$ cat src/rtl/node_pkg.sv
// Shared types and default sizing for the ANN node sequencer.
package node_pkg;

   localparam int IMAGE_SIZE = 64;
   localparam int CNT_W      = 7;
   localparam int DATA_W     = 16;

   typedef enum logic [2:0] {
      IDLE,
      CLEAR,
      ACCUM,
      SETTLE,
      DONE
   } seq_state_t;

   typedef logic [DATA_W-1:0] fxp_t;

endpackage

$ cat src/rtl/seq_counter.sv
// Product-term index counter for the node sequencer.
// Counts 0..TERMS-1 while enabled, then returns to zero; tc flags the last term.
module seq_counter
   import node_pkg::*;
#(
   parameter int TERMS = IMAGE_SIZE,
   parameter int WIDTH = CNT_W
) (
   input  logic             clk,
   input  logic             rst,
   input  logic             clear,
   input  logic             enable,
   output logic [WIDTH-1:0] cnt,
   output logic             tc
);

   localparam logic [WIDTH-1:0] LAST = WIDTH'(TERMS - 1);

   assign tc = (cnt == LAST);

   // Index register: cleared by reset or clear, otherwise steps and folds back to zero after the last term
   always_ff @(posedge clk) begin
      if (rst || clear) begin
         cnt <= '0;
      end else if (enable) begin
         cnt <= tc ? '0 : cnt + 1'b1;
      end
   end

endmodule

$ cat src/rtl/node_sequencer.sv
// Control-side partner of the ANN node: runs one multiply-accumulate pass per
// image, captures the activated node output and offers it downstream.
module node_sequencer
   import node_pkg::*;
#(
   parameter int IMAGE_SIZE = node_pkg::IMAGE_SIZE,
   parameter int CNT_W      = node_pkg::CNT_W,
   parameter int DATA_W     = node_pkg::DATA_W
) (
   input  logic              clk,
   input  logic              rst,
   input  logic              img_valid,
   output logic              img_ready,
   output logic              reset_acc,
   output logic              start,
   output logic [CNT_W-1:0]  cnt_val,
   input  logic [DATA_W-1:0] node_out,
   output logic [DATA_W-1:0] result,
   output logic              result_valid,
   input  logic              result_ready,
   output logic              busy
);

   seq_state_t       state;
   seq_state_t       next_state;
   logic [CNT_W-1:0] cnt;
   logic             cnt_tc;
   logic             cnt_clear;
   logic             cnt_en;

   assign cnt_en    = (state == ACCUM);
   assign cnt_clear = (state != ACCUM);

   seq_counter #(
      .TERMS (IMAGE_SIZE),
      .WIDTH (CNT_W)
   ) u_counter (
      .clk    (clk),
      .rst    (rst),
      .clear  (cnt_clear),
      .enable (cnt_en),
      .cnt    (cnt),
      .tc     (cnt_tc)
   );

   // State register; reset abandons any image in flight
   always_ff @(posedge clk) begin
      if (rst) begin
         state <= IDLE;
      end else begin
         state <= next_state;
      end
   end

   // Next-state decode: one clear cycle, IMAGE_SIZE accumulate cycles, one settle cycle, then hold until drained
   always_comb begin
      next_state = state;
      case (state)
         IDLE:    if (img_valid)    next_state = CLEAR;
         CLEAR:                     next_state = ACCUM;
         ACCUM:   if (cnt_tc)       next_state = SETTLE;
         SETTLE:                    next_state = DONE;
         DONE:    if (result_ready) next_state = IDLE;
         default:                   next_state = IDLE;
      endcase
   end

   // Output decode from state and count only, so no input reaches an output combinationally
   always_comb begin
      img_ready    = 1'b0;
      reset_acc    = 1'b0;
      start        = 1'b1;
      cnt_val      = '0;
      result_valid = 1'b0;
      busy         = 1'b1;
      case (state)
         IDLE: begin
            img_ready = 1'b1;
            busy      = 1'b0;
         end
         CLEAR: begin
            reset_acc = 1'b1;
         end
         ACCUM: begin
            start   = 1'b0;
            cnt_val = cnt;
         end
         SETTLE: begin
         end
         DONE: begin
            result_valid = 1'b1;
         end
         default: begin
         end
      endcase
   end

   // Result capture: the node is holding its final sum during SETTLE, the only cycle that writes result
   always_ff @(posedge clk) begin
      if (rst) begin
         result <= '0;
      end else if (state == SETTLE) begin
         result <= node_out;
      end
   end

endmodule

$ cat config.mk
export PLATFORM = sky130hd
export DESIGN_NAME = node_sequencer
export DESIGN_NICKNAME = d
export VERILOG_FILES = /design/src/rtl/node_pkg.sv /design/src/rtl/seq_counter.sv /design/src/rtl/node_sequencer.sv
export SDC_FILE = /design/constraint.sdc
export NUM_CORES = 1
export LEC_CHECK = 0
export ABC_CLOCK_PERIOD_IN_PS = 4150
export CORE_MARGIN = 2
export CORE_UTILIZATION = 40
export CTS_CLUSTER_DIAMETER = 30
export DETAILED_ROUTE_END_ITERATION = 7
export PLACE_DENSITY = 0.78
export SETUP_SLACK_MARGIN = 0.05
export SYNTH_ARGS = -nofsm -noshare
export SYNTH_HDL_FRONTEND = slang
export SYNTH_SLANG_ARGS = --single-unit
$ cat constraint.sdc
create_clock -name clk -period 4.15 [get_ports clk]
set_clock_uncertainty 0.2 [all_clocks]
set_input_delay 1.0375 -clock clk [delete_from_list [all_inputs] [get_ports clk]]
set_output_delay 1.0375 -clock clk [all_outputs]
set_load 0.005 [all_outputs]
# [After elaboration in Yosys (flattened, before gate mapping)]
# Cells that the tools add are included.
[totals] word_cells=27 output_inout_bits=28 ff_bits=26 input_bits=20
[op_classes] eq_ne=9 add_sub_neg=1 mux=11 n_reduce_logical=3
[ops] operator="$pmux W3 S5" n=1
[ops] operator="$mux W7" n=2
[ops] operator="$mux W3" n=3
[ops] operator="$add A7 B1 Y7 const B" n=1
[ops] operator="$eq A7 B6 Y1 const B" n=1
[ops] operator="$eq A3 B2 Y1 const B" n=2
[ops] operator="$mux W1" n=5
[ops] operator="$ne A2 B2 Y1 const B" n=2
[ops] operator="$eq A3 B1 Y1 const B" n=1
[ops] operator="$eq A3 B3 Y1 const B" n=1
[ops] operator="$logic_not A3 Y1" n=1
[ops] operator="$ne A3 B2 Y1 const B" n=1
[ops] operator="$reduce_and A3 Y1" n=1
[ops] operator="$ne A2 B1 Y1 const B" n=1
[ops] operator="$logic_or A1 B1 Y1" n=1

# [Depth between registers and ports, before layout]
[depth] ltp_word=3 mapped_depth=6 ltp_nobuf=4

# [Hierarchy]
# A second synthesis with hierarchy kept.
[hier_totals] hier_cells=131 hier_area_um2=1281.2
[modules_own_cells] module="node_sequencer" area_each_um2=943.4 seq_area_each_um2=380.4 n_inst=1 cells_per_inst=94
[modules_own_cells] module="seq_counter" area_each_um2=337.8 seq_area_each_um2=140.1 n_inst=1 cells_per_inst=37

# [Worst setup path before layout]
# OpenSTA, ideal clock, no wires.
[synth_path] path_type="input to register" start="input rst" end="register u_counter.cnt[5]" required_ps=3876 arrival_time_ps=2078 stages=3 path_slack_ps=1798 path_buffers=0 path_cell_list="or4b_4 > or4_1 > o21ai_0"
[synth_via] elab_chain_len=1
[synth_rtl] item="start, declared" line="node_sequencer.sv:11" text="input logic rst,"
[synth_rtl] item="$logic_or A1 B1 Y1" line="seq_counter.sv:23" text="if (rst || clear) begin"
[synth_rtl] item="end signal, assigned" line="seq_counter.sv:26" text="cnt <= tc ? '0 : cnt + 1'b1;"
[synth_rtl] item="end, declared" line="seq_counter.sv:13" text="output logic [WIDTH-1:0] cnt,"
# No other way between the ends.
# A chain may end at the register's enable or synchronous reset.

# [Worst setup path after layout]
[layout_path] start="register state[1]" end="output cnt_val[2]"
[layout_via] elab_chain_len=2
[layout_rtl] item="start, declared" line="node_sequencer.sv:24" text="seq_state_t state;"
[layout_rtl] item="start signal, assigned" line="node_sequencer.sv:51" text="state <= next_state;"
[layout_rtl] item="$eq A3 B2 Y1" line="node_sequencer.sv:76" text="case (state)"
[layout_rtl] item="$mux W7" line="node_sequencer.sv:76"
[layout_rtl] item="end, declared" line="node_sequencer.sv:16" text="output logic [CNT_W-1:0] cnt_val,"
# No other way between the ends.

==> flow_metrics.env <==
export IMPL_rsz0062_at_grt="false"
export IMPL_cts_buffer_depth=2
export IMPL_cts_setup_buffers=0
export IMPL_synth_edff_count=0
export IMPL_max_cap_violations=0
export IMPL_p_comb_frac=0.128
export IMPL_worst_slew_pin_slew_ns=0.662
export IMPL_gr_total_overflow=0
export IMPL_vias=1005
export IMPL_core_area_um2=2480
export IMPL_relSlewSlack=0.557
export IMPL_cp_arrival_ns=2.07
export IMPL_status="finished clean"
export IMPL_worstSetupPathType="reg2out"
export IMPL_hold_slack_ns=0.266
export IMPL_dp_cells=199
export IMPL_place_gp_congestion=0.745
export IMPL_hold_buffers=0
export IMPL_avgSynthCellArea_um2=8.16
export IMPL_power_share_switching=0.219
export IMPL_final_cell_area_um2=1560
export IMPL_ys_seq_area_frac=0.495
export IMPL_hold_violations=0
export IMPL_antenna_found_initial=0
export IMPL_seqPwrFrac=0.592
export IMPL_instances_no_fill=203
export IMPL_worstSetupStartpointType="flop"
export IMPL_ctsResizeCount=0
export IMPL_antenna_cells_inserted=0
export IMPL_synth_commonest_cells="36 x nand2_1, 26 x dfxtp_1, 18 x a21oi_1, 8 x and2_1"
export IMPL_drv_slew=0
export IMPL_p_leak_nw=0.531
export IMPL_multi_input_area_um2=480
export IMPL_synth_nets=150
export IMPL_yosysMostFrequentCell="nand2_1"
export IMPL_yosys_area_top_type_share=0.495
export IMPL_routed_via_density=4.95
export IMPL_intPower_w=0.000345
export IMPL_die_h_um=55.3
export IMPL_yosysTopAreaCell="dfxtp_1"
export IMPL_netlist_area_um2=1050
export IMPL_finalCritPeriodShare=0.798
export IMPL_wl_mm=2.44
export IMPL_wl_per_cell_um=12.0
export IMPL_vdd_drop_max_uv=196
export IMPL_finalSetupTns_ns=0
export IMPL_drc=0
export IMPL_max_freq_mhz=302
export IMPL_path_max_fanout=9
export IMPL_cts_tree="built"
export IMPL_synth_seq_cells=26
export IMPL_pwr_share_clk=0.280
export IMPL_start_util=0.425
export IMPL_grt_first_pass_wirelength_mm=4.06
export IMPL_p_switching_w=0.0000966
export IMPL_rows=18
export IMPL_fillers=238
export IMPL_setup_viol=0
export IMPL_setup_ws_ns=0.838
export IMPL_end_kind="output port"
export IMPL_async_flop_share=0
export IMPL_dieWidth_um=55.3
export IMPL_io_pins=48
export IMPL_synth_area_leaders="dfxtp_1 49%, nand2_1 13%, a21oi_1 8.6%"
export IMPL_min_period_ns=3.31
export IMPL_ff2ff_setup_slack_ns=2.23
export IMPL_post_place_ws_ns=1.08
export IMPL_hp_class="reg2reg"
export IMPL_cts_sinks=26
export IMPL_grt_max_degree=22
export IMPL_dr_first_iter_drc_count=18
export IMPL_grt_pass1_vias=954
export IMPL_syn2layout_area_growth_pct=48.6
export IMPL_cts_buffers=3
export IMPL_postPlaceCellArea_um2=1530
export IMPL_design_die_area_um2=3060
export IMPL_nets=195
export IMPL_port_buffers=47
export IMPL_seqCellArea_um2=520
export IMPL_yosysUniqueCellTypes=25
export IMPL_drtAntennaViolNets=0
export IMPL_drt_first_pass_iters=4
export IMPL_track_usage=0.162
export IMPL_synthCells=129
export IMPL_clk_latency_ns=0.31
export IMPL_hpwl_mm=1.85
export IMPL_cp_data_required_time_ns=2.91
export IMPL_power_per_cell_area_nw_per_um2=283
export IMPL_htreeDepth=1
export IMPL_layout_drive_gt1_share=0.0347
export IMPL_yosys_warnings=0
export IMPL_clk_pin_slew_ns=0.13
export IMPL_root_buffer="clkbuf_4"
export IMPL_ys_flop_type="dfxtp_1"
## metal layers
metal / track usage / part of all wire
met2: 0.303 / 0.50
met4: 0.0627 / 0.0078
met5: 0 / 0
met3: 0.0304 / 0.063
met1: 0.178 / 0.43
## cell type report
type                       instances  share of cell area
multi-input combinational         92               0.307
inverter                           3             0.00720
timing repair buffer              48               0.306
tap                               30              0.0240
sequential                        26               0.333
clock buffer                       4              0.0232
## cells by family (layout without fill, tap and decap cells)
family / count (synthesis) / after routing / synth area share
simple gates: 65 / 65 / 0.301
fa+ha+maj: 1 / 1 / 0.0119
buf+inv: 11 / 55 / 0.0488
xor+xnor: 4 / 4 / 0.0333
flops: 26 / 26 / 0.495
compound gates: 22 / 22 / 0.111
## cell usage in the layout, fill, tap and decap left out, drive strengths merged, types with 3 or more instances in the layout
cell / n
a21oi: 18
and2: 8
clkbuf: 4
clkdlybuf4s50: 47
dfxtp: 26
inv: 3
nand2: 36
nand3: 3
nor2: 5
## worst max-delay path, cell delays in order, from the launching register on
cell	delay, ns
dfxtp_1	0.50
inv_1	0.11
nor3_1	0.44
and2_1	0.21
clkdlybuf4s50_1	0.50
## through the flow
step | total power [W] | utilization
3_3_place_gp | 0.000322 | 0.617
5_1_grt | 0.000466 | 0.631
2_1_floorplan | 0.000288 | -
4_1_cts | 0.000448 | 0.631
6_report | 0.000442 | 0.631
3_5_place_dp | 0.000324 | 0.617
## power groups by stage
stage	sequential (W)	clock, W	combinational, W
final	0.000262	0.000124	0.0000564
after global routing	0.000263	0.000142	0.0000612
after CTS	0.000262	0.000130	0.0000572
after detailed placement	0.000267	0	0.0000568
after global placement	0.000267	0	0.0000555
after floorplan	0.000263	0	0.0000250
## path summary, 6_finish.rpt
check,startpoint,to,cells past startpoint
worst max-delay path,state[1]$_SDFFE_PP0P_,cnt_val[2],4
worst min register to register,result[0]$_SDFFE_PP0P_,result[0]$_SDFFE_PP0P_,2
worst max register to register,state[1]$_SDFFE_PP0P_,u_counter.cnt[5]$_SDFFE_PP0N_,3
worst min-delay path,result[0]$_SDFFE_PP0P_,result[0]$_SDFFE_PP0P_,2
## state kept, by name (all words and copies together), names as in the netlist
name / count
u_counter.cnt: 7
state: 3
result: 16
Note: power is estimated with default switching activity, not from simulation.
